--- config.mk ---
export PLATFORM = sky130hd
export DESIGN_NAME = branch_target_buffer_flat
export DESIGN_NICKNAME = d
export VERILOG_FILES = /design/src/rtl/branch_target_buffer_pkg.sv /design/src/rtl/branch_target_buffer_if.sv /design/src/rtl/branch_target_buffer_sat_counter.sv /design/src/rtl/branch_target_buffer.sv /design/src/flat_wrapper.sv
export SDC_FILE = /design/constraint.sdc
export NUM_CORES = 1
export LEC_CHECK = 0
export CAP_MARGIN = 20
export CORE_ASPECT_RATIO = 2
export CORE_MARGIN = 1.5
export CORE_UTILIZATION = 56
export CTS_BUF_LIST = sky130_fd_sc_hd__clkbuf_16
export DETAILED_ROUTE_END_ITERATION = 12
export PLACE_DENSITY = 0.77
export REMOVE_ABC_BUFFERS = 1
export SYNTH_ARGS = -nofsm -noshare
export SYNTH_HDL_FRONTEND = slang
export SYNTH_HIERARCHICAL = 1
export SYNTH_SLANG_ARGS = --single-unit
--- constraint.sdc ---
create_clock -name clk -period 6.3 [get_ports clk]
set_clock_uncertainty 0.2 [all_clocks]
set_input_delay 1.575 -clock clk [delete_from_list [all_inputs] [get_ports clk]]
set_output_delay 1.575 -clock clk [all_outputs]
set_load 0.02 [all_outputs]
--- src/rtl/branch_target_buffer_pkg.sv ---
`default_nettype none
// ============================================================================
//  Module      : branch_target_buffer_pkg
//  Description : Shared helpers for the branch target buffer: direction
//                counter encodings derived from the counter width, and PC
//                index/tag field extraction.
//  Revision    : 1.0 - initial release
// ============================================================================
package branch_target_buffer_pkg;

  // Weakly-taken: MSB set, all other bits clear (2'b10 for a 2-bit counter).
  function automatic int unsigned weak_t(input int unsigned cnt_w);
    return 32'd1 << (cnt_w - 1);
  endfunction

  // Weakly-not-taken: one below weakly-taken (2'b01 for a 2-bit counter).
  function automatic int unsigned weak_nt(input int unsigned cnt_w);
    return (32'd1 << (cnt_w - 1)) - 32'd1;
  endfunction

  // Saturation ceiling: all ones.
  function automatic int unsigned sat_max(input int unsigned cnt_w);
    return (32'd1 << cnt_w) - 32'd1;
  endfunction

  // Index field: the INDEX_W bits just above the dropped offset bits.
  function automatic logic [63:0] pc_index(input logic [63:0] pc,
                                           input int unsigned off_w,
                                           input int unsigned index_w);
    return (pc >> off_w) & ((64'd1 << index_w) - 64'd1);
  endfunction

  // Tag field: everything above the index field.
  function automatic logic [63:0] pc_tag(input logic [63:0] pc,
                                         input int unsigned off_w,
                                         input int unsigned index_w);
    return pc >> (off_w + index_w);
  endfunction

endpackage
`default_nettype wire

--- src/rtl/branch_target_buffer_if.sv ---
`default_nettype none
// ============================================================================
//  Module      : branch_target_buffer_if
//  Description : Lookup / update / status bundle between the pipeline and
//                the branch target buffer.
//                master : IF + resolve stage (drives lookup, update, flush)
//                slave  : the BTB (returns prediction and mispredict status)
//  Revision    : 1.0 - initial release
// ============================================================================
interface branch_target_buffer_if #(
  parameter int ADDR_W = 16,
  parameter int STAT_W = 16
);
  logic              lookup_valid;
  logic [ADDR_W-1:0] lookup_pc;
  logic              pred_taken;
  logic [ADDR_W-1:0] pred_pc;
  logic              upd_valid;
  logic [ADDR_W-1:0] upd_pc;
  logic              upd_taken;
  logic [ADDR_W-1:0] upd_target;
  logic              flush;
  logic              mispredict;
  logic [STAT_W-1:0] mispred_count;

  modport master (
    output lookup_valid, lookup_pc, upd_valid, upd_pc, upd_taken, upd_target, flush,
    input  pred_taken, pred_pc, mispredict, mispred_count
  );

  modport slave (
    input  lookup_valid, lookup_pc, upd_valid, upd_pc, upd_taken, upd_target, flush,
    output pred_taken, pred_pc, mispredict, mispred_count
  );
endinterface
`default_nettype wire

--- src/rtl/branch_target_buffer_sat_counter.sv ---
`default_nettype none
// ============================================================================
//  Module      : branch_target_buffer_sat_counter
//  Description : Next-value logic for a saturating direction counter.
//                Ports: cur (present value), inc, dec, load, load_val,
//                nxt (next value). load has priority over inc/dec.
//  Revision    : 1.0 - initial release
// ============================================================================
module branch_target_buffer_sat_counter
  import branch_target_buffer_pkg::*;
#(
  parameter int CNT_W = 2
) (
  input  wire logic [CNT_W-1:0] cur,
  input  wire logic             inc,
  input  wire logic             dec,
  input  wire logic             load,
  input  wire logic [CNT_W-1:0] load_val,
  output logic      [CNT_W-1:0] nxt
);
  localparam logic [CNT_W-1:0] SAT_MAX = CNT_W'(sat_max(CNT_W));

  always_comb begin
    nxt = cur;
    if (load) begin
      nxt = load_val;
    end else if (inc && (cur != SAT_MAX)) begin
      nxt = cur + 1'b1;
    end else if (dec && (cur != '0)) begin
      nxt = cur - 1'b1;
    end
  end
endmodule
`default_nettype wire

--- src/rtl/branch_target_buffer.sv ---
`default_nettype none
// ============================================================================
//  Module      : branch_target_buffer
//  Description : Tagged, direct-mapped BTB with a saturating direction
//                counter per entry.
//                clk, rst : clock / synchronous active-high reset
//                bus      : slave side of branch_target_buffer_if
//                  lookup_valid/lookup_pc -> pred_taken/pred_pc (same cycle)
//                  upd_*  : resolved branch outcome, written at posedge
//                  flush  : invalidate all entries
//                  mispredict/mispred_count : registered status
//  Revision    : 1.0 - initial release
// ============================================================================
module branch_target_buffer
  import branch_target_buffer_pkg::*;
#(
  parameter int ADDR_W  = 16,
  parameter int INDEX_W = 4,
  parameter int OFF_W   = 2,
  parameter int PC_INC  = 4,
  parameter int CNT_W   = 2,
  parameter int STAT_W  = 16
) (
  input wire logic clk,
  input wire logic rst,
  branch_target_buffer_if.slave bus
);
  localparam int ENTRIES = 1 << INDEX_W;
  localparam int TAG_W   = ADDR_W - OFF_W - INDEX_W;
  localparam logic [CNT_W-1:0] WEAK_T  = CNT_W'(weak_t(CNT_W));
  localparam logic [CNT_W-1:0] WEAK_NT = CNT_W'(weak_nt(CNT_W));

  generate
    if (OFF_W + INDEX_W >= ADDR_W) begin : g_bad_fields
      $error("branch_target_buffer: OFF_W+INDEX_W must be below ADDR_W");
    end
    if (CNT_W < 2) begin : g_bad_cnt
      $error("branch_target_buffer: CNT_W must be at least 2");
    end
  endgenerate

  logic              valid_arr [ENTRIES];
  logic [TAG_W-1:0]  tag_arr   [ENTRIES];
  logic [ADDR_W-1:0] tgt_arr   [ENTRIES];
  logic [CNT_W-1:0]  cnt_arr   [ENTRIES];
  logic              mis_q;
  logic [STAT_W-1:0] stat_q;

  // Lookup read port
  logic [INDEX_W-1:0] l_idx;
  logic [TAG_W-1:0]   l_tag;
  logic               l_hit;
  assign l_idx = INDEX_W'(pc_index(64'(bus.lookup_pc), OFF_W, INDEX_W));
  assign l_tag = TAG_W'(pc_tag(64'(bus.lookup_pc), OFF_W, INDEX_W));
  assign l_hit = valid_arr[l_idx] && (tag_arr[l_idx] == l_tag);

  assign bus.pred_taken = bus.lookup_valid && l_hit && cnt_arr[l_idx][CNT_W-1];
  assign bus.pred_pc    = bus.pred_taken ? tgt_arr[l_idx]
                                         : bus.lookup_pc + ADDR_W'(PC_INC);

  // Update read port: judges the prediction this entry would have given
  logic [INDEX_W-1:0] u_idx;
  logic [TAG_W-1:0]   u_tag;
  logic               u_hit;
  logic               u_old_pred;
  logic               u_mis;
  logic               u_we;
  logic [CNT_W-1:0]   u_cnt_nxt;
  assign u_idx      = INDEX_W'(pc_index(64'(bus.upd_pc), OFF_W, INDEX_W));
  assign u_tag      = TAG_W'(pc_tag(64'(bus.upd_pc), OFF_W, INDEX_W));
  assign u_hit      = valid_arr[u_idx] && (tag_arr[u_idx] == u_tag);
  assign u_old_pred = u_hit && cnt_arr[u_idx][CNT_W-1];
  assign u_mis      = (bus.upd_taken != u_old_pred) ||
                      (bus.upd_taken && u_old_pred && (tgt_arr[u_idx] != bus.upd_target));
  // A not-taken branch that misses is never allocated.
  assign u_we       = bus.upd_valid && !bus.flush && (u_hit || bus.upd_taken);

  branch_target_buffer_sat_counter #(.CNT_W(CNT_W)) u_cnt (
    .cur      (cnt_arr[u_idx]),
    .inc      (u_hit && bus.upd_taken),
    .dec      (u_hit && !bus.upd_taken),
    .load     (!u_hit && bus.upd_taken),
    .load_val (WEAK_T),
    .nxt      (u_cnt_nxt)
  );

  always_ff @(posedge clk) begin
    if (rst) begin
      for (int i = 0; i < ENTRIES; i++) begin
        valid_arr[i] <= 1'b0;
        tag_arr[i]   <= '0;
        tgt_arr[i]   <= '0;
        cnt_arr[i]   <= WEAK_NT;
      end
      mis_q  <= 1'b0;
      stat_q <= '0;
    end else begin
      if (bus.flush) begin
        for (int i = 0; i < ENTRIES; i++) begin
          valid_arr[i] <= 1'b0;
        end
      end else if (u_we) begin
        valid_arr[u_idx] <= 1'b1;
        tag_arr[u_idx]   <= u_tag;
        cnt_arr[u_idx]   <= u_cnt_nxt;
        if (bus.upd_taken) begin
          tgt_arr[u_idx] <= bus.upd_target;
        end
      end
      // Mispredict status is still reported for an update dropped by flush.
      mis_q <= bus.upd_valid && u_mis;
      if (bus.upd_valid && u_mis && (stat_q != '1)) begin
        stat_q <= stat_q + 1'b1;
      end
    end
  end

  assign bus.mispredict    = mis_q;
  assign bus.mispred_count = stat_q;
endmodule
`default_nettype wire

--- src/flat_wrapper.sv ---
// flat-port wrapper written by rule: the top's interface ports become plain ports
module branch_target_buffer_flat import branch_target_buffer_pkg::*;
#(
  parameter int ADDR_W  = 16,
  parameter int INDEX_W = 4,
  parameter int OFF_W   = 2,
  parameter int PC_INC  = 4,
  parameter int CNT_W   = 2,
  parameter int STAT_W  = 16
)
  (clk, rst, bus_lookup_valid, bus_lookup_pc, bus_upd_valid, bus_upd_pc, bus_upd_taken, bus_upd_target, bus_flush, bus_pred_taken, bus_pred_pc, bus_mispredict, bus_mispred_count);
  branch_target_buffer_if #(.ADDR_W(ADDR_W), .STAT_W(STAT_W)) bus_i ();
  input wire logic clk;
  input wire logic rst;
  input wire logic [$bits(bus_i.lookup_valid)-1:0] bus_lookup_valid;
  input wire logic [$bits(bus_i.lookup_pc)-1:0] bus_lookup_pc;
  input wire logic [$bits(bus_i.upd_valid)-1:0] bus_upd_valid;
  input wire logic [$bits(bus_i.upd_pc)-1:0] bus_upd_pc;
  input wire logic [$bits(bus_i.upd_taken)-1:0] bus_upd_taken;
  input wire logic [$bits(bus_i.upd_target)-1:0] bus_upd_target;
  input wire logic [$bits(bus_i.flush)-1:0] bus_flush;
  output wire logic [$bits(bus_i.pred_taken)-1:0] bus_pred_taken;
  output wire logic [$bits(bus_i.pred_pc)-1:0] bus_pred_pc;
  output wire logic [$bits(bus_i.mispredict)-1:0] bus_mispredict;
  output wire logic [$bits(bus_i.mispred_count)-1:0] bus_mispred_count;
  assign bus_i.lookup_valid = bus_lookup_valid;
  assign bus_i.lookup_pc = bus_lookup_pc;
  assign bus_i.upd_valid = bus_upd_valid;
  assign bus_i.upd_pc = bus_upd_pc;
  assign bus_i.upd_taken = bus_upd_taken;
  assign bus_i.upd_target = bus_upd_target;
  assign bus_i.flush = bus_flush;
  assign bus_pred_taken = bus_i.pred_taken;
  assign bus_pred_pc = bus_i.pred_pc;
  assign bus_mispredict = bus_i.mispredict;
  assign bus_mispred_count = bus_i.mispred_count;
  branch_target_buffer #(.ADDR_W(ADDR_W), .INDEX_W(INDEX_W), .OFF_W(OFF_W), .PC_INC(PC_INC), .CNT_W(CNT_W), .STAT_W(STAT_W)) u_core (.clk(clk), .rst(rst), .bus(bus_i));
endmodule
Word-level counts from Yosys, hierarchy flattened
Memory sizes are Yosys's and may differ from the RTL's.
Index checks and enable logic that the tools add are counted.
{"block": "word_totals", "regBits": 17, "n_memories": 4, "ram_bits": 464}
{"block": "classes", "n_eq_ne": 6, "n_addsub": 4, "reduce_logical": 26, "mux": 46, "bitwise_logic": 16}
{"name": "u_core.tgt_arr", "words": 16, "width": 16, "read_ports": 2, "rd_clocked_by_memory_dff": 0, "write_ports": 16, "line": "branch_target_buffer.sv:44", "text": "logic [ADDR_W-1:0] tgt_arr [ENTRIES];"}
{"name": "u_core.tag_arr", "words": 16, "width": 10, "read_ports": 2, "rd_clocked_by_memory_dff": 0, "write_ports": 16, "line": "branch_target_buffer.sv:43", "text": "logic [TAG_W-1:0] tag_arr [ENTRIES];"}
{"name": "u_core.cnt_arr", "words": 16, "width": 2, "read_ports": 2, "rd_clocked_by_memory_dff": 0, "write_ports": 16, "line": "branch_target_buffer.sv:45", "text": "logic [CNT_W-1:0] cnt_arr [ENTRIES];"}
{"name": "u_core.valid_arr", "words": 16, "width": 1, "read_ports": 2, "rd_clocked_by_memory_dff": 0, "write_ports": 16, "line": "branch_target_buffer.sv:42", "text": "logic valid_arr [ENTRIES];"}
{"operator": "$mux W1", "count": 35}
{"operator": "$mux W16", "count": 2}
{"operator": "$eq A10 B10 Y1", "count": 2}
{"operator": "$add A16 B1 Y16 const B", "count": 1}
{"operator": "$add A16 B3 Y16 const B", "count": 1}
{"operator": "$logic_and A1 B1 Y1", "count": 16}
{"operator": "$mux W4", "count": 4}
{"operator": "$ne A16 B16 Y1", "count": 1}
{"operator": "$ne A16 B16 Y1 const B", "count": 1}
{"operator": "$or A1 B1 Y1", "count": 16}
{"operator": "$reduce_or A16 Y1", "count": 1}
{"operator": "$mux W10", "count": 1}
{"operator": "$reduce_or A10 Y1", "count": 1}
{"operator": "$mux W2", "count": 4}
{"operator": "$logic_not A1 Y1", "count": 3}
{"operator": "$add A2 B1 Y2 const B", "count": 1}
{"operator": "$logic_or A1 B1 Y1", "count": 2}
{"operator": "$ne A2 B2 Y1 const B", "count": 1}
{"operator": "$reduce_bool A2 Y1", "count": 1}
{"operator": "$reduce_or A2 Y1", "count": 1}
{"operator": "$sub A2 B1 Y2 const B", "count": 1}
{"operator": "$ne A1 B1 Y1", "count": 1}
{"operator": "$reduce_or A1 Y1", "count": 1}

Depth between registers and ports, before layout
An unclocked memory read counts as a cell.
{"block": "logic_depth", "word_depth": 11, "mapped_depth": 16, "mapped_depth_nobuf": 12}

Cells and area by module
Netlist, hierarchy kept.
{"module": "branch_target_buffer", "instances": 1, "cells_per_inst": 1789, "seq_area_each_um2": 14113.5, "area_each_um2": 26202.6}
{"module": "branch_target_buffer_sat_counter", "instances": 1, "cells_per_inst": 14, "seq_area_each_um2": 0.0, "area_each_um2": 120.1}

Worst setup path before layout
No wires, ideal clock.
{"block": "synth_path", "kind": "input to output", "from": "in bus_lookup_pc[2]", "to": "out bus_pred_pc[10]", "arrival_ns": 4.747, "path_buffers": 3, "path_stages": 10, "path_slack_ns": -0.222, "cell_sequence": "buf_2 buf_1 mux4_2 mux4_2 xnor2_1 nand4_1 nor3_1 clkbuf_1 nand2_1 o21ai_0"}
{"block": "synth_between", "elab_chain_cells": 6, "elab_cells_between_ends": 10, "classes_between": "add/sub: 1; eq/ne: 1; mux: 1; reduce/logical: 3; memory: 4"}
{"element": "start, declared", "line": "flat_wrapper.sv:16", "text": "input wire logic [$bits(bus_i.lookup_pc)-1:0] bus_lookup_pc;"}
{"element": "$mem_v2 Z16 W10"}
{"element": "$eq A10 B10 Y1", "line": "branch_target_buffer.sv:55", "text": "assign l_hit = valid_arr[l_idx] && (tag_arr[l_idx] == l_tag);"}
{"element": "$logic_and A1 B1 Y1", "line": "branch_target_buffer.sv:55"}
{"element": "$logic_and A1 B1 Y1", "line": "branch_target_buffer.sv:57", "text": "assign bus.pred_taken = bus.lookup_valid && l_hit && cnt_arr[l_idx][CNT_W-1];"}
{"element": "$logic_and A1 B1 Y1 (*)", "line": "branch_target_buffer.sv:57"}
{"element": "named net bus_pred_taken", "line": "flat_wrapper.sv:22", "text": "output wire logic [$bits(bus_i.pred_taken)-1:0] bus_pred_taken;"}
{"element": "$mux W16 (*)", "line": "branch_target_buffer.sv:58", "text": "assign bus.pred_pc = bus.pred_taken ? tgt_arr[l_idx]"}
{"element": "end, declared", "line": "flat_wrapper.sv:23", "text": "output wire logic [$bits(bus_i.pred_pc)-1:0] bus_pred_pc;"}
The timed path passes the listed nets; every way through them passes the cells marked *.

Final worst setup path
{"block": "layout_path", "from": "in bus_lookup_pc[2]", "to": "out bus_pred_pc[1]"}
{"block": "layout_between", "elab_chain_cells": 6, "elab_cells_between_ends": 9, "classes_between": "eq/ne: 1; mux: 1; reduce/logical: 3; memory: 4"}
{"element": "$mem_v2 Z16 W10"}
{"element": "$eq A10 B10 Y1", "line": "branch_target_buffer.sv:55"}
{"element": "$logic_and A1 B1 Y1", "line": "branch_target_buffer.sv:55"}
{"element": "$logic_and A1 B1 Y1 (2 in series)", "line": "branch_target_buffer.sv:57"}
{"element": "$mux W16 (*)", "line": "branch_target_buffer.sv:58"}
Mark *: on every way between the ends. The rest lies on a longest branch, timed or not.

==> results.rst <==
.. list-table::
   :header-rows: 1

   * - Metric
     - Value
   * - Category of the worst setup path capture point
     - primary output
   * - Antenna-violating nets left
     - 0
   * - Actual slew at the worst max-slew pin
     - around 0.86 ns
   * - Min-Delay Startpoint
     - u_core/valid_arr[8]$_DFF_P_
   * - Clock net sink count
     - between 400 and 500
   * - CP Launch Point
     - bus_lookup_pc[2]
   * - Clock edge transition at the registers on the reported setup and hold paths
     - about 0.070 ns
   * - Yosys top cell area share
     - between 50% and 60%
   * - Via density
     - 6.831
   * - Worst-path cell chain
     - buf_12, buf_6, mux4_2, mux4_2, xnor2_1, nand4_1, nor3_2, buf_6, mux2_2, dlygate4sd2_1
   * - Clock buffer count from CTS
     - 41
   * - Cell types with the largest area share after synthesis
     - sky130_fd_sc_hd__edfxtp_1 51%, sky130_fd_sc_hd__mux4_2 21%, sky130_fd_sc_hd__and2_1 6.5%
   * - Layout overhead on the synthesized area
     - 12.73%
   * - Boundary Pins
     - between 80 and 90
   * - Buffer depth of the longest clock path
     - 3
   * - Clock latency on the worst-skew pair
     - around 0.57 ns
   * - Placeable core region
     - 46520 um^2
   * - Number of nets at the end of the flow
     - just under 2k
   * - Total standard cell area after synthesis
     - between 20000 and 30000 um^2
   * - DRC errors left
     - 0
   * - Vias in the first global route
     - 17.86k
   * - CTS tree
     - built
   * - Async set-reset flop share out of synthesis
     - 0%
   * - Number of optimization iterations in the first detailed-route pass
     - 5
   * - Vertical extent of the die
     - 309.6 um
   * - Leak pwr
     - 10.89 nW
   * - Pins over their slew limit
     - 0
   * - Worst-case register-to-register setup slack
     - between 1.5 and 2 ns
   * - Hold depth
     - 1
   * - Number of enable flip-flop cells after synthesis
     - ~450
   * - Min Tclk post-route
     - slightly above 6 ns
   * - Detail-routed net length per standard cell
     - just over 30 um
   * - WP data required
     - approximately 4.5 ns
   * - Worst setup timing slack at the placement stage
     - -0.3268 ns
   * - Delay contributed by the slowest stage of the critical path
     - around 0.55 ns
   * - Count of distinct cell types in the synthesized netlist
     - between 50 and 60
   * - Worst path setup slack after routing
     - 0.06580 ns
   * - Count of hold-fix buffers inserted at cts
     - 0
   * - Ratio of cells with drive above 1 in the final layout
     - 26.72%
   * - CP Data Arrival Time
     - approximately 4.5 ns
   * - Outcome
     - completed
   * - Reg2Reg Launch Point
     - u_core/tag_arr[0][0]$_SDFFCE_PN0P_
   * - Startpoint-to-endpoint class of the critical path
     - in -> out
   * - Fin. Hold Viols
     - 0
   * - Unrepaired setup endpoints after global routing
     - true
   * - Max-cap violations
     - 0
   * - Half-perimeter wire length of the detailed placement result
     - just over 50 mm
   * - Worst IR Drop VDD
     - between 0.2 and 0.25 mV
   * - Sequential cell area fraction in the yosys report
     - between 50% and 60%
   * - Type of element launching the critical path
     - input pin
   * - WL final
     - just under 80 mm
   * - Most instantiated cells after synthesis
     - 448 x sky130_fd_sc_hd__edfxtp_1, 275 x sky130_fd_sc_hd__and2_1, 250 x sky130_fd_sc_hd__mux4_2, 183 x sky130_fd_sc_hd__and3_1, 118 x sky130_fd_sc_hd__clkbuf_1
   * - Hold Crit Class
     - reg -> reg
   * - PortBufs
     - 85
   * - Peak clock frequency supported by timing
     - around 160 MHz
   * - Routed vias
     - ~17k
   * - Worst Path Max Fanout
     - 16
   * - Global-route total usage across every layer
     - 32.90%
   * - Number of non-filler instances in the completed layout
     - 2538
   * - Maximum number of pins on one net before global-route repair
     - 69
   * - Worst Hold End
     - u_core/valid_arr[8]$_DFF_P_
   * - Placed cells
     - about 2.5k
   * - Most area-hungry cell type in the Yosys netlist
     - sky130_fd_sc_hd__edfxtp_1
   * - Detailed router's first-iteration violation count
     - approximately 2.1k
   * - H-tree depth reported by CTS
     - 2
   * - Die Area
     - roughly 48000 um^2
   * - Top FF cell, synth
     - sky130_fd_sc_hd__edfxtp_1
   * - Number of placement rows
     - approximately 110
   * - First-pass GRT wire length
     - around 110 mm
   * - Most common cell in the synthesized netlist
     - sky130_fd_sc_hd__edfxtp_1
   * - Share of the clock period used by the worst path
     - roughly 100%
   * - Clock root cell
     - sky130_fd_sc_hd__clkbuf_16
   * - Endpoint of the most critical register-to-register path
     - u_core/bus.mispred_count[8]$_SDFFE_PP0P_
   * - Depth of the worst register-to-register path
     - 15
   * - Number of setup violations in the final report
     - 0
   * - Overflow left after global routing
     - 0
   * - Power per cell area
     - 240.8 nW/um^2
   * - Rel. slew slack
     - around 43%
   * - Standard cell with the maximum stage delay on the critical path
     - sky130_fd_sc_hd__mux4_2
   * - Initial antenna violation count
     - 1
   * - Die width
     - about 160 um
   * - Synthesized instance count
     - ~1.8k
   * - Register bit total from synthesis
     - between 400 and 500
   * - Mean area per synthesized cell
     - about 15 um^2
   * - Effective utilization at floorplan
     - a little under three fifths
   * - Routability-driven placement congestion ratio
     - 0.9388
   * - Yosys warning total
     - 6
[metal layers]
layer	part of all wire (%)	routed length, um	track usage (%)
met1	31	24290	35.72
met2	52	40470	57.54
met3	8.0	6265	4.568
met4	8.8	6850	25.74
met5	0.012	9	0
[layout make-up]
cell class / instances / area [um^2]
clock buffer: 43 / 1076
tap: 627 / 784.5
multi-input combinational: 1137 / 11460
sequential: 481 / 14110
fill: 3444 / 16850
inverter: 5 / 18.77
timing repair buffer: 210 / 2008
antenna: 2 / 5.005
clock inverter: 33 / 205.2
[how the worst max path moves through the flow]
stage | end | slack (ns) | cells past startpoint
6_report | bus_pred_pc[1] | 0.07 | 10
5_1_grt | bus_pred_pc[11] | 0.008 | 13
4_1_cts | bus_pred_pc[11] | -0.04 | 13
3_5_place_dp | bus_pred_pc[11] | -0.33 | 12
3_3_place_gp | bus_pred_pc[15] | -0.30 | 11
2_1_floorplan | bus_pred_pc[10] | -0.51 | 7
[logic make-up after synthesis]
family / after synthesis / synth area share, %
AO/OA/AOI/OAI: 86 / 2.215
XOR/XNOR: 60 / 1.996
other: 2 / 0.02853
AND/OR/NAND/NOR: 677 / 15.22
adder cells (fa/ha/maj): 5 / 0.2377
flip-flops: 481 / 53.62
buffers and inverters: 185 / 3.056
multiplexers: 307 / 23.63
[placed cells by master (no fill, tap or decap), types with 16 or more instances in the layout]
cell,instances
sky130_fd_sc_hd__edfxtp_1,448
sky130_fd_sc_hd__and3_1,183
sky130_fd_sc_hd__clkdlybuf4s50_1,59
sky130_fd_sc_hd__o21ai_0,23
sky130_fd_sc_hd__xor2_1,21
sky130_fd_sc_hd__nand3_1,21
sky130_fd_sc_hd__clkbuf_16,43
sky130_fd_sc_hd__nand2_1,49
sky130_fd_sc_hd__mux2i_1,45
sky130_fd_sc_hd__or2_2,28
sky130_fd_sc_hd__mux4_2,250
sky130_fd_sc_hd__a21o_1,16
sky130_fd_sc_hd__nor2_1,39
sky130_fd_sc_hd__dfxtp_1,33
sky130_fd_sc_hd__and2_1,275
sky130_fd_sc_hd__xnor2_1,38
sky130_fd_sc_hd__buf_12,24
sky130_fd_sc_hd__buf_4,102
[stage by stage]
step                      hold WS [ns]  area [um^2]  TNS (ns)  total power, mW  util, %
final                           0.2964        29670         0            7.144    63.78
after global routing            0.3141        29670         0            7.300    63.77
after CTS                       0.2941        29710  -0.04884            7.149    63.86
after detailed placement        0.2747        28410    -6.233            4.715    61.06
after global placement          0.2585        28410    -5.778            4.684    61.06
after floorplan                 0.2431        25540    -6.155            4.236        -
[critical path, delay by kind of cell]
family / cells / cell delay [ns]
XOR/XNOR: 1 / 0.19
multiplexers: 3 / 1.41
buffers and inverters: 4 / 0.84
AND/OR/NAND/NOR: 2 / 0.41
[report_power, final]
| part | switching (mW) | internal, mW | leakage [nW] |
|---|---|---|---|
| registers | 0.0812 | 3.63 | 4.49 |
| clock network | 1.16 | 1.32 | 0.656 |
| logic | 0.506 | 0.438 | 5.74 |
[repair_timing]
item | CTS | global route
setup endpoints to repair | 16 | 15
pin swaps | 2 | 2
buffers inserted | 1 | 0
resized for setup | 30 | 30
[state kept, by name, summed over array words and instances, names as in the netlist]
| name | flops |
|---|---|
| u_core/bus.mispred_count | 16 |
| u_core/tgt_arr | 256 |
| u_core/bus.mispredict | 1 |
| u_core/tag_arr | 160 |
| u_core/valid_arr | 16 |
| u_core/cnt_arr | 32 |
Note: power is estimated with default switching activity, not from simulation.
